--- src/rtl/neopixel_pixel_responder.sv ---
// rtl/neopixel_pixel_responder.sv - pixel store with single-cycle access and WS2812-style frame serializer
module neopixel_pixel_responder #(
    parameter int C_PIXELS = 12,
    parameter int C_T0H    = 50,
    parameter int C_T1H    = 100,
    parameter int C_TBIT   = 156,
    parameter int C_TRESET = 10000
) (
    input  logic        clock,
    input  logic        reset,
    input  logic        write_readf,
    input  logic [31:0] address,
    input  logic [31:0] write_data,
    output logic [31:0] read_data,
    output logic        dout,
    output logic        busy,
    output logic        frame_done
);

    localparam int PW   = (C_PIXELS > 1) ? $clog2(C_PIXELS) : 1;
    localparam int TMAX = (C_TRESET > C_TBIT) ? C_TRESET : C_TBIT;
    localparam int TW   = $clog2(TMAX + 1);

    localparam logic [TW-1:0] T0H_LAST    = TW'(C_T0H - 1);
    localparam logic [TW-1:0] T1H_LAST    = TW'(C_T1H - 1);
    localparam logic [TW-1:0] TBIT_LAST   = TW'(C_TBIT - 1);
    localparam logic [TW-1:0] TRESET_LAST = TW'(C_TRESET - 1);
    localparam logic [31:0]   PIX_LIMIT   = 32'(C_PIXELS);
    localparam logic [PW-1:0] LAST_IDX    = PW'(C_PIXELS - 1);

    typedef enum logic [2:0] {
        S_IDLE,
        S_LOAD,
        S_HIGH,
        S_LOW,
        S_LATCH
    } state_t;

    state_t        state;
    state_t        state_next;
    logic [23:0]   pixel_mem [C_PIXELS];
    logic [23:0]   shift;
    logic [4:0]    bit_cnt;
    logic [PW-1:0] pix_idx;
    logic [PW-1:0] pix_idx_inc;
    logic [TW-1:0] timer;
    logic          dirty;
    logic          addr_ok;
    logic [PW-1:0] addr_idx;
    logic          wr_en;
    logic          bit_last;

    assign addr_ok     = (address < PIX_LIMIT);
    assign addr_idx    = address[PW-1:0];
    assign wr_en       = write_readf && addr_ok;
    assign pix_idx_inc = pix_idx + 1'b1;
    assign bit_last    = (timer == TBIT_LAST);

    always_comb begin
        state_next = state;
        case (state)
            S_IDLE:  if (dirty) state_next = S_LOAD;
            S_LOAD:  state_next = S_HIGH;
            S_HIGH:  if (timer == (shift[23] ? T1H_LAST : T0H_LAST)) state_next = S_LOW;
            S_LOW: begin
                if (bit_last) begin
                    if (bit_cnt != 5'd0 || pix_idx != LAST_IDX) state_next = S_HIGH;
                    else                                         state_next = S_LATCH;
                end
            end
            S_LATCH: if (timer == TRESET_LAST) state_next = S_IDLE;
            default: state_next = S_IDLE;
        endcase
    end

    assign dout       = (state == S_HIGH);
    assign busy       = (state != S_IDLE);
    assign frame_done = (state == S_LATCH) && (timer == TRESET_LAST);

    always_ff @(posedge clock) begin
        if (!reset) begin
            state     <= S_IDLE;
            timer     <= '0;
            shift     <= '0;
            bit_cnt   <= '0;
            pix_idx   <= '0;
            dirty     <= 1'b0;
            read_data <= '0;
            for (int i = 0; i < C_PIXELS; i++) pixel_mem[i] <= '0;
        end else begin
            state     <= state_next;
            read_data <= addr_ok ? {8'h00, pixel_mem[addr_idx]} : 32'h0;
            if (wr_en) pixel_mem[addr_idx] <= write_data[23:0];

            // A new write in the same cycle as the IDLE clear keeps dirty set
            if (wr_en)                          dirty <= 1'b1;
            else if (state == S_IDLE && dirty)  dirty <= 1'b0;

            // timer spans the whole bit period across HIGH and LOW
            case (state)
                S_IDLE: begin
                    timer <= '0;
                    if (dirty) pix_idx <= '0;
                end
                S_LOAD: begin
                    shift   <= pixel_mem[pix_idx];
                    bit_cnt <= 5'd23;
                    timer   <= '0;
                end
                S_HIGH: timer <= timer + 1'b1;
                S_LOW: begin
                    if (bit_last) begin
                        timer <= '0;
                        if (bit_cnt != 5'd0) begin
                            shift   <= {shift[22:0], 1'b0};
                            bit_cnt <= bit_cnt - 1'b1;
                        end else if (pix_idx != LAST_IDX) begin
                            pix_idx <= pix_idx_inc;
                            shift   <= pixel_mem[pix_idx_inc];
                            bit_cnt <= 5'd23;
                        end
                    end else begin
                        timer <= timer + 1'b1;
                    end
                end
                S_LATCH: timer <= timer + 1'b1;
                default: timer <= '0;
            endcase
        end
    end

endmodule

--- config.mk ---
export PLATFORM = sky130hd
export DESIGN_NAME = neopixel_pixel_responder
export DESIGN_NICKNAME = d
export VERILOG_FILES = /design/src/rtl/neopixel_pixel_responder.sv
export SDC_FILE = /design/constraint.sdc
export NUM_CORES = 1
export LEC_CHECK = 0
export BUFFER_PORTS_ARGS = -buffer_cell sky130_fd_sc_hd__buf_2
export CAP_MARGIN = 20
export CORE_ASPECT_RATIO = 1.25
export CORE_UTILIZATION = 30
export CTS_BUF_LIST = sky130_fd_sc_hd__clkbuf_16
export DETAILED_ROUTE_END_ITERATION = 16
export HOLD_SLACK_MARGIN = 0.06
export SLEW_MARGIN = 40
export SYNTH_ARGS = -nofsm -noshare
export SYNTH_HDL_FRONTEND = slang
export SYNTH_SLANG_ARGS = --single-unit
--- constraint.sdc ---
create_clock -name clock -period 3.8 [get_ports clock]
set_clock_uncertainty 0.15 [all_clocks]
set_input_delay 0.19 -clock clock [delete_from_list [all_inputs] [get_ports clock]]
set_output_delay 0.19 -clock clock [all_outputs]
set_load 0.01 [all_outputs]
======== After elaboration in Yosys (flattened, before gate mapping) ========
Memory sizes are Yosys's and may differ from the RTL's. A register that Yosys moved wholly into a read port is not among the register bits.
Cells that the tools add are included.
word-level totals
  register bits ........................... 59
  input bits .............................. 67
  memories ................................ 1
  output and inout port bits .............. 35
  memory bits (writable) .................. 288
  word-level logic and storage cells ...... 77
  memory bits (read-only) ................. 0
  latch bits .............................. 0
memory list
  name       words  width  read ports  clocked after Yosys merged registers in  write ports  RTL line  RTL
  pixel_mem  12     24     3           2                                        12           41        logic [23:0] pixel_mem [C_PIXELS];
cells by class
  bitwise logic cells ..................... 0
  reduce and logical (&&, ||, !) cells .... 17
  order comparisons ....................... 1
  $mul .................................... 0
  $add $sub $neg .......................... 3
  div/mod/pow operators ................... 0
  shift-type cells ........................ 0
  equal/unequal tests ..................... 15
  mux-type cells .......................... 33
operator list
  cell                     count
  $mux W24                 4
  $pmux W24 S2             1
  $lt A32 B4 Y1 const B    1
  $mux W4                  7
  $pmux W14 S2             1
  $reduce_or A24 Y1        1
  $mux W3                  5
  $mux W5                  3
  $pmux W3 S5              1
  $add A14 B1 Y14 const B  1
  $eq A14 B14 Y1 const B   1
  $eq A14 B7 Y1            1
  $eq A14 B8 Y1 const B    1
  $mux W14                 1
  $ne A2 B2 Y1 const B     5
  $pmux W5 S2              1
  $pmux W4 S2              1
  $mux W1                  7
  $mux W7                  1
  $eq A3 B2 Y1 const B     2
  $reduce_bool A2 Y1       3
  $reduce_and A5 Y1        1
  $reduce_bool A5 Y1       1
  $sub A5 B1 Y5 const B    1
  15 further kinds         17

======== Logic depth before layout (Yosys ltp) ========
Gate-level depths: netlist of run 1.
  depth after elaboration ................. 7
  gate-level depth with buffers ........... 9
  depth with buffers taken out ............ 7

======== Worst setup path after synthesis of run 1 ========
OpenSTA, ideal clock, no wires.
  kind .................................... input-to-reg
  start point ............................. in address[29]
  end point ............................... mem pixel_mem[4][0], enable pin
  path buffers ............................ 1
  library setup time ...................... 0.384 ns
  path slack .............................. 0.750 ns
  data arrival time ....................... 2.515 ns
  stages on the path ...................... 6
  required time ........................... 3.266 ns
  cell sequence ........................... or4_4 > a2111oi_4 > nand4_4 > buf_6 > nor3_4 > nand2b_1
RTL lines
  element             RTL line  RTL
  start: declaration  12        input logic [31:0] address,
  end: declaration    41

======== Final worst setup path of run 1 ========
  start point ............................. reg pix_idx[1]
  end point ............................... reg shift[14]
on the way
  cells in the longest elaborated chain, start to end .. 6
  elaborated cells on any way between the ends .. 9
  those cells by class .................... 1 x add/sub; 2 x eq/ne; 4 x mux; 1 x reduce/logical; 1 x memory
ends and longest elaborated chain
  element                   RTL line  RTL
  start: declaration        44        logic [PW-1:0] pix_idx;
  start signal: assignment  118       pix_idx <= pix_idx_inc;
  $add A4 B1 Y4             56        assign pix_idx_inc = pix_idx + 1'b1;
  $mem_v2 Z12 W24           -
  $mux W24                  117       end else if (pix_idx != LAST_IDX) begin
  $mux W24                  114       if (bit_cnt != 5'd0) begin
  $mux W24                  112       if (bit_last) begin
  $pmux W24 S2              100       case (state)
  end signal: assignment    106       shift <= pixel_mem[pix_idx];
  end signal: assignment    115       shift <= {shift[22:0], 1'b0};
  end signal: assignment    119       shift <= pixel_mem[pix_idx_inc];
  end: declaration          42        logic [23:0] shift;
Parallel ways exist; a longest one is shown, timed or not. The select of a mux whose other input is x is not followed.
A chain may end at the register's enable or synchronous reset.

==> out/metrics.cfg, run 1 <==
[layout]
drive_gt1_frac=0.254
final_cell_mix=384 x edfxtp_1, 299 x and2_1, 223 x mux4_2
nets=2167
instances_no_fill=3296
mostFrequentLayoutCell=edfxtp_1
area_delta_synth_final_pct=16.1
fin_area_sq_mm=0.0304
finish.utilization=0.353

[global_route]
antenna_found_initial=1
grt_start_max_net_pins=73
grt_overflow=0
grt_pass1_wl_um=123000
first_global_vias=18600
grt_usage=0.190

[cts]
clk_latency_ns=0.62
cts_tree=done
cts.path.max_buffers=3
cts_buffers=48
clk_pin_slew_worst_paths_ns=0.06
cts.sinks=463
root_buffer=clkbuf_16
ctsHtreeMaxLevel=2

[place]
placed_cells=3179
placed_area_sq_mm=0.0286
place.gp.congestion=0.892
hpwl_um=52500
port_buffers=85

[run_status]
status=complete, no violations

[hold_path]
min_path_type=in -> reg
holdPathStages=3

[setup_path]
crit_path_end_kind=register
crit_fanout=23
critical_path_class=reg -> reg
worstSetupStartpointType=register
arrival_ns=3.23
crit_required_ns=4.15
reg2reg_depth=7

[sta]
tightest_slew_ns=0.786
fin_crit_ns=2.88
drv_slew=0
setup_viol_count_final=0
fmax_mhz=347
tns_ns=0
rsz0062_at_grt=no
slew_headroom=0.476
finalCritPeriodShare=0.757
finalHoldViolCount=0

[floorplan]
num_rows=120
die_y_um=332
num_io_pins=102
die_w_um=266
coreArea_sq_mm=0.0860
dieArea_sq_mm=0.0884
start_util=0.304

[drt]
wl_per_cell_um=25.8
vias=18100
drt-initial-drc-count=1710
routed_wl_um=84900
via_per_inst=5.50
ant_nets=0
firstDrtPassIters=5
drcViolationCount=0

[yosys]
synth-seq-cells=463
synth_area_sq_mm=0.0262
synthCells=1920
synth.distinct_cells=60
yosys.area.top_type_share=0.441
synth-async-reset-ratio=0
yosysWarnings=0
yosysSeqAreaShare=0.501
synth_area_leader_cell=edfxtp_1
synth_enable_flop_cells=384
synthTopCellsByArea=edfxtp_1 44%, mux4_2 19%, and2_1 7.1%
ys.flop_type=edfxtp_1
synth.avg_cell_area_sq_um=13.6

[job]
cap_violations=0

[power]
peakVddDrop_uv=378
power.leakage_nw=10.2
power.density_mw_per_mm2=380

[sequential cells by signal, summed over array words and instances, names as in the netlist, named ones only]
signal,flops
timer,14
state,3
read_data,24
shift,24
dirty,1
pixel_mem,384
bit_cnt,5
pix_idx,4
[worst max-delay path, cell delays in order, from the launching register on]
cell      delay, ns
dfxtp_1        0.34
ha_4           0.47
buf_12         0.30
buf_4          0.23
mux4_2         0.51
mux2_2         0.27
a211oi_1       0.34
a31oi_1        0.13
[metal layers]
layer | global-route usage | part of all wire
met3 | 0.0350 | 0.080
met5 | 0 | 0
met2 | 0.329 | 0.50
met4 | 0.0967 | 0.051
met1 | 0.224 | 0.37
[repair_timing]
action | 4_1_cts | 5_1_grt
resized for setup | 0 | 0
hold endpoints to repair | 385 | 0
hold buffers | 25 | 0
buffers inserted | 0 | 0
[final timing paths]
path	from	end	slack, ns
worst max register to register	pix_idx[1]$_SDFFE_PN0P_	shift[14]$_SDFFE_PN0P_	0.92
worst min register to register	timer[0]$_SDFF_PN0_	timer[0]$_SDFF_PN0_	0.32
worst min-delay path	reset	state[2]$_SDFFE_PN0P_	0.10
worst max-delay path	pix_idx[1]$_SDFFE_PN0P_	shift[14]$_SDFFE_PN0P_	0.92
[Yosys cell counts (12+ instances only)]
cell and number:
mux2i_1 147, mux4_2 223, nand2b_1 18, nor2_1 55, a22oi_1 62, dfxtp_1 79, buf_1 21, a31oi_1 25
nand4_1 26, nand2_1 111, o21ai_0 26, buf_2 41, mux2_2 29, nand3_1 54, a211oi_1 30, edfxtp_1 384
clkbuf_1 111, nor4_1 12, a32o_1 12, nor2b_1 29, and2_1 299
[cells by family (layout without fill, tap and decap cells)]
family | after synthesis | count (layout) | share of synthesized area
multiplexers | 399 | 399 | 0.261
flip-flops | 463 | 463 | 0.501
buffers and inverters | 199 | 312 | 0.0334
AND/OR/NAND/NOR | 645 | 645 | 0.144
AO/OA/AOI/OAI | 193 | 193 | 0.0538
XOR/XNOR | 16 | 16 | 0.00536
other | 1 | 105 | 0.000143
adder cells (fa/ha/maj) | 4 | 4 | 0.00191
[where the power goes]
group          internal [mW]  switching, mW
Clock                   2.59           2.10
Sequential              5.74          0.187
Combinational          0.459          0.459
Total                   8.80           2.75
[per-stage QoR]
step	hold WS [ns]	power [mW]	worst slack (ns)
5_1_grt	0.0999	11.9	0.753
2_1_floorplan	0.139	6.57	0.750
4_1_cts	0.0768	11.6	0.735
6_report	0.102	11.5	0.922
3_5_place_dp	0.303	6.92	0.543
3_3_place_gp	0.299	6.88	0.601
[area by class of cell]
class                   count  area (sq um)
diodes                      1          2.50
multi-input cells        1361         12700
clock buffers              50          1250
repair buffers            211          1580
fillers                  8201         55700
clock inverters            40           279
well taps                1159          1450
flip-flops and latches    463         13100
inverters                  11          43.8
Note: power is estimated with default switching activity, not from simulation.
==> run 2: changes to the inputs <==
clock period = 2.6 ns   (was 3.8 ns; I/O delays follow)
==> out/metrics.cfg, run 2 (synthesis gave the netlist of run 1 again) <==
[drt]
routed_wl_um=84800  ; was 84900 um
firstDrtPassIters=6  ; was 5
ant_nets=0  ; unchanged
vias=18300  ; was 18100
drcViolationCount=0  ; unchanged
via_per_inst=5.46  ; was 5.50
drt-initial-drc-count=1645  ; was 1710
wl_per_cell_um=25.3  ; was 25.8 um

[floorplan]
die_w_um=266  ; unchanged
num_rows=120  ; unchanged
dieArea_sq_mm=0.0884  ; unchanged
start_util=0.304  ; unchanged
coreArea_sq_mm=0.0860  ; unchanged
die_y_um=332  ; unchanged
num_io_pins=102  ; unchanged

[sta]
slew_headroom=0.473  ; was 0.476
drv_slew=0  ; unchanged
rsz0062_at_grt=no  ; unchanged
setup_ws_ns=0.0653  ; was 0.922 ns
finalHoldViolCount=0  ; unchanged
setup_viol_count_final=0  ; unchanged
tightest_slew_ns=0.790  ; was 0.786 ns
fin_crit_ns=2.53  ; was 2.88 ns
tns_ns=0  ; unchanged
finalCritPeriodShare=0.975  ; was 0.757
fmax_mhz=395  ; was 347 MHz

[cts]
clk_latency_ns=0.62  ; about the same
cts.path.max_buffers=3  ; unchanged
root_buffer=clkbuf_16  ; unchanged
ctsHtreeMaxLevel=2  ; unchanged
clk_pin_slew_worst_paths_ns=0.06  ; about the same
cts_tree=done  ; unchanged
cts_buffers=50  ; was 48
cts.sinks=463  ; unchanged

[power]
power.leakage_nw=10.8  ; was 10.2 nW
power.density_mw_per_mm2=551  ; was 380 mW/mm^2
peakVddDrop_uv=428  ; was 378 uV
finalPower_mw=17.4  ; was 11.5 mW

[setup_path]
path_cells=ha_4 -> xor2_4 -> buf_12 -> mux4_2 -> mux2_2 -> a211oi_1 -> a31oi_1  ; was ha_4 -> buf_12 -> buf_4 -> mux4_2 -> mux2_2 -> a211oi_1 -> a31oi_1
reg2reg_depth=7  ; unchanged
ff2ff_setup_slack_ns=0.07  ; was 0.92 ns
crit_path_end_kind=register  ; unchanged
crit_buf_inv=1  ; was 2
timing.rr.end=shift[5]$_SDFFE_PN0P_  ; was shift[14]$_SDFFE_PN0P_
crit_fanout=19  ; was 23
worstSetupStartpointType=register  ; unchanged
critical_path_class=reg -> reg  ; unchanged
slowest_delay_ns=0.39  ; was 0.51 ns
cp_slowest_cell=dfxtp_1  ; was mux4_2
arrival_ns=2.87  ; was 3.23 ns
crit_required_ns=2.94  ; was 4.15 ns
r2r-start=pix_idx[1]$_SDFFE_PN0P_  ; unchanged
cpLargestDelayFamily=multiplexers  ; unchanged

[place]
placed_cells=3222  ; was 3179
port_buffers=85  ; unchanged
dp_slack_ns=-0.0182  ; was 0.543 ns
placed_area_sq_mm=0.0295  ; was 0.0286 sq mm
hpwl_um=56800  ; was 52500 um
place.gp.congestion=0.895  ; was 0.892

[global_route]
first_global_vias=19400  ; was 18600
grt_start_max_net_pins=41  ; was 73
grt_usage=0.191  ; was 0.190
grt_overflow=0  ; unchanged
antenna_found_initial=0  ; was 1
grt_pass1_wl_um=124000  ; was 123000 um

[hold_path]
min_path_type=in -> reg  ; unchanged
holdPathEnd=state[2]$_SDFFE_PN0P_  ; unchanged
holdPathStages=3  ; unchanged
min-delay-start=reset  ; unchanged

[job]
cap_violations=0  ; unchanged

[layout]
regMostFlops=pixel_mem  ; unchanged
area_delta_synth_final_pct=20.7  ; was 16.1%
drive_gt1_frac=0.279  ; was 0.254
nets=2217  ; was 2167
fin_area_sq_mm=0.0316  ; was 0.0304 sq mm
largest_register_ffs=384  ; unchanged
top_regs=pixel_mem x384, read_data x24, shift x24  ; unchanged
final_cell_mix=384 x edfxtp_1, 299 x and2_1, 223 x mux4_2  ; unchanged
n_fill_cell=8077  ; was 8201
mostFrequentLayoutCell=edfxtp_1  ; unchanged
instances_no_fill=3349  ; was 3296

[run_status]
status=complete, no violations  ; unchanged

-- run 2: cell count changes in the layout (fill, tap and decap cells not counted), moves of 2 or more --
cell / delta
nand2b_1: -8
buf_12: +47
clkinv_4: +2
inv_6: -3
nand2b_4: +9
clkbuf_16: +3
bufinv_16: +2
a211oi_2: +5
inv_1: -3
clkinvlp_4: +2
a211oi_1: -5
dlygate4sd3_1: +2
-- run 2: metrics by stage --
| stage | hold slack, ns | util |
|---|---|---|
| global placement | 0.294 | 0.343 |
| floorplan | 0.0789 | - |
| global route | 0.0949 | 0.367 |
| detailed placement | 0.321 | 0.343 |
| CTS | 0.0672 | 0.366 |
| finish | 0.0897 | 0.367 |
-- run 2: layer usage --
layer,vias up,part of all wire,global-route usage
li1,7815,-,-
met3,280,0.074,0.0377
met5,-,0,0
met1,9304,0.38,0.224
met2,893,0.49,0.326
met4,0,0.057,0.103
-- run 2: cell type report --
class                           count  area, sq um  share of cell area
Antenna cell                        2         5.00            0.000159
Clock buffer                       53         1330              0.0420
Clock inverter                     41          339              0.0107
Inverter                           11         41.3             0.00131
Multi-Input combinational cell   1361        12800               0.404
Sequential cell                   463        13100               0.416
Tap cell                         1159         1450              0.0459
Timing Repair Buffer              259         2530              0.0803
-- run 2: where the power goes --
group	internal, mW	total (mW)	leakage, nW	switching, mW
Clock	4.18	7.27	0.843	3.09
Sequential	8.40	8.69	4.31	0.294
Combinational	0.746	1.42	5.61	0.673
-- run 2: what timing repair did --
action	CTS	global route
hold buffers	27	0
endpoints found under the hold margin	389	0
resized for setup	0	7
buffers inserted	0	4
endpoints found under the setup margin	0	21
-- run 2: worst register-to-register path: stages (launching register included) --
cell and delay [ns]:
dfxtp_1 0.39, ha_4 0.24, xor2_4 0.28, buf_12 0.23
mux4_2 0.35, mux2_2 0.27, a211oi_1 0.36, a31oi_1 0.13
-- run 2: how the worst max path moves through the flow --
stage / end / slack, ns / startpoint / cells after the start
after floorplan: pixel_mem[4][0]$_SDFFCE_PN0P_ / 0.01 / address[29] / 6
after global placement: pixel_mem[0][4]$_SDFFCE_PN0P_ / 0.02 / address[29] / 8
after detailed placement: pixel_mem[11][16]$_SDFFCE_PN0P_ / -0.02 / address[29] / 8
after CTS: shift[17]$_SDFFE_PN0P_ / 0.0004 / pix_idx[2]$_SDFFE_PN0P_ / 6
after global routing: shift[15]$_SDFFE_PN0P_ / 0.0002 / pix_idx[1]$_SDFFE_PN0P_ / 7
final: shift[5]$_SDFFE_PN0P_ / 0.07 / pix_idx[1]$_SDFFE_PN0P_ / 7
==> run 3: changes to the inputs <==
CORE_MARGIN = 10   (was unset)
GPL_TIMING_DRIVEN = 0   (was unset)
REMOVE_ABC_BUFFERS = 1   (was unset)
==> out/metrics.cfg, run 3 (synthesis gave the netlist of run 1 again) <==
[cts]
ctsHtreeMaxLevel=2  ; unchanged
root_buffer=clkbuf_16  ; unchanged
cts_tree=done  ; unchanged
cts.path.max_buffers=3  ; unchanged
clk_pin_slew_worst_paths_ns=0.07  ; was 0.06 ns
cts.sinks=463  ; unchanged
clk_latency_ns=0.61  ; was 0.62 ns
cts_buffers=52  ; was 50

[sta]
drv_slew=0  ; unchanged
tightest_slew_ns=0.763  ; was 0.790 ns
setup_viol_count_final=0  ; unchanged
finalCritPeriodShare=0.991  ; was 0.975
fin_crit_ns=2.58  ; was 2.53 ns
tns_ns=0  ; unchanged
fmax_mhz=388  ; was 395 MHz
setup_ws_ns=0.0226  ; was 0.0653 ns
finalHoldViolCount=0  ; unchanged
timing.hold.ws_ns=0.0905  ; was 0.0897 ns
slew_headroom=0.490  ; was 0.473

[place]
place.gp.congestion=0.862  ; was 0.895
dp_slack_ns=-1.64  ; was -0.0182 ns
placed_area_sq_mm=0.0293  ; was 0.0295 sq mm
placed_cells=3180  ; was 3222
hpwl_um=57200  ; was 56800 um
port_buffers=85  ; unchanged

[hold_path]
min_path_type=in -> reg  ; unchanged

[global_route]
grt_usage=0.171  ; was 0.191
antenna_found_initial=5  ; was 0
first_global_vias=19200  ; was 19400
grt_start_max_net_pins=55  ; was 41
grt_pass1_wl_um=128000  ; was 124000 um
grt_overflow=0  ; unchanged

[drt]
dr_wl_met3_um=8790  ; was 6290 um
met1_length_um=32900  ; was 31900 um
wl_met2_um=42900  ; was 41700 um
drt-initial-drc-count=1843  ; was 1645
firstDrtPassIters=5  ; was 6
ant_nets=0  ; unchanged
vias=18800  ; was 18300
routed_wl_um=88700  ; was 84800 um
via_per_inst=5.57  ; was 5.46
routed.top_layer=met5  ; was met4
wl_per_cell_um=26.3  ; was 25.3 um
drcViolationCount=0  ; unchanged

[floorplan]
dieArea_sq_mm=0.0995  ; was 0.0884 sq mm
num_io_pins=102  ; unchanged
num_rows=121  ; was 120
coreArea_sq_mm=0.0867  ; was 0.0860 sq mm
start_util=0.302  ; was 0.304
die_y_um=350  ; was 332 um
die_w_um=284  ; was 266 um

[setup_path]
crit_path_end_kind=register  ; unchanged
critical_path_class=reg -> reg  ; unchanged
crit_fanout=5  ; was 19
cpLargestDelayFamily=multiplexers  ; unchanged
worstSetupStartpointType=register  ; unchanged
crit_required_ns=2.94  ; about the same
arrival_ns=2.92  ; was 2.87 ns
path_cells=ha_4 -> buf_12 -> buf_16 -> buf_4 -> mux4_2 -> mux2_2 -> a211oi_2 -> a31oi_1  ; was ha_4 -> xor2_4 -> buf_12 -> mux4_2 -> mux2_2 -> a211oi_1 -> a31oi_1
cp_slowest_cell=mux4_2  ; was dfxtp_1
slowest_delay_ns=0.51  ; was 0.39 ns
crit_buf_inv=3  ; was 1

[power]
switching_share=0.228  ; was 0.233
peakVddDrop_uv=441  ; was 428 uV
power.density_mw_per_mm2=554  ; was 551 mW/mm^2
power_frac_seq=0.483  ; was 0.500
finalPower_mw=17.9  ; was 17.4 mW
p_clk_frac=0.440  ; was 0.418
combPwrFrac=0.078  ; was 0.082
p_sw_mw=4.10  ; was 4.06 mW
power.leakage_nw=11.0  ; was 10.8 nW
intPower_mw=13.8  ; was 13.3 mW

[layout]
top_regs=pixel_mem x384, read_data x24, shift x24  ; unchanged
nets=2236  ; was 2217
area_delta_synth_final_pct=23.7  ; was 20.7%
fin_area_sq_mm=0.0324  ; was 0.0316 sq mm
ff_latch_area_sq_mm=0.0131  ; about the same
largest_register_ffs=384  ; unchanged
n_fill_cell=8108  ; was 8077
multi_input_comb_area_sq_mm=0.0130  ; was 0.0128 sq mm
finish.utilization=0.373  ; was 0.367
instances_no_fill=3378  ; was 3349
regMostFlops=pixel_mem  ; unchanged
final_cell_mix=384 x edfxtp_1, 297 x and2_1, 223 x mux4_2  ; was 384 x edfxtp_1, 299 x and2_1, 223 x mux4_2
drive_gt1_frac=0.292  ; was 0.279
mostFrequentLayoutCell=edfxtp_1  ; unchanged

[job]
cap_violations=0  ; unchanged

[run_status]
status=complete, no violations  ; unchanged

## run 3: cell count changes in the layout (fill, tap and decap cells not counted), moves of 6 or more
cell           previous run  this run
dlygate4sd3_1            27        33
buf_8                     0        14
nand2b_4                  9        16
buf_6                     1        21
buf_16                    0        22
a211oi_2                  5        12
buf_4                    90        72
buf_12                   58        27
a211oi_1                 25        16
## run 3: repair_timing
| action | CTS | global route |
|---|---|---|
| setup endpoints to repair | 559 | 60 |
| pin swaps | 12 | 8 |
| buffers inserted | 40 | 18 |
| resized for setup | 33 | 20 |
| hold buffers | 34 | 1 |
| cloned | 7 | 2 |
| endpoints found under the hold margin | 450 | 12 |
## run 3: power groups by stage
stage | Combinational (mW) | Clock [mW] | Sequential [mW]
after floorplan | 0.768 | 0 | 8.71
after global placement | 1.24 | 0 | 8.79
after detailed placement | 1.30 | 0 | 8.81
after CTS | 1.38 | 8.01 | 8.65
after global routing | 1.47 | 8.29 | 8.70
final | 1.39 | 7.89 | 8.66
## run 3: per-layer routing
| layer | track usage | vias to the layer above |
|---|---|---|
| li1 | - | 7861 |
| met5 | 0 | - |
| met3 | 0.0413 | 285 |
| met2 | 0.290 | 1076 |
| met4 | 0.0814 | 2 |
| met1 | 0.204 | 9580 |
## run 3: final cells by class
type | instances | area share
flip-flops and latches | 463 | 0.406
clock inverters | 42 | 0.0146
diodes | 3 | 0.000232
inverters | 11 | 0.00135
repair buffers | 271 | 0.0902
well taps | 1168 | 0.0451
clock buffers | 54 | 0.0417
multi-input cells | 1366 | 0.401
## run 3: worst register-to-register path, cell delays in order, from the launching register on
cell      delay [ns]
dfxtp_4         0.36
ha_4            0.31
buf_12          0.17
buf_16          0.13
buf_4           0.15
mux4_2          0.51
mux2_2          0.29
a211oi_2        0.29
a31oi_1         0.11
## run 3: worst paths after layout
path | start | to | slack, ns | cells after the start
worst max-delay path | pix_idx[0]$_SDFFE_PN0P_ | shift[13]$_SDFFE_PN0P_ | 0.02 | 8
worst min-delay path | address[2] | read_data[17]$_SDFF_PN0_ | 0.09 | 3
worst max register to register | pix_idx[0]$_SDFFE_PN0P_ | shift[13]$_SDFFE_PN0P_ | 0.02 | 8
worst min register to register | timer[0]$_SDFF_PN0_ | timer[0]$_SDFF_PN0_ | 0.33 | 1
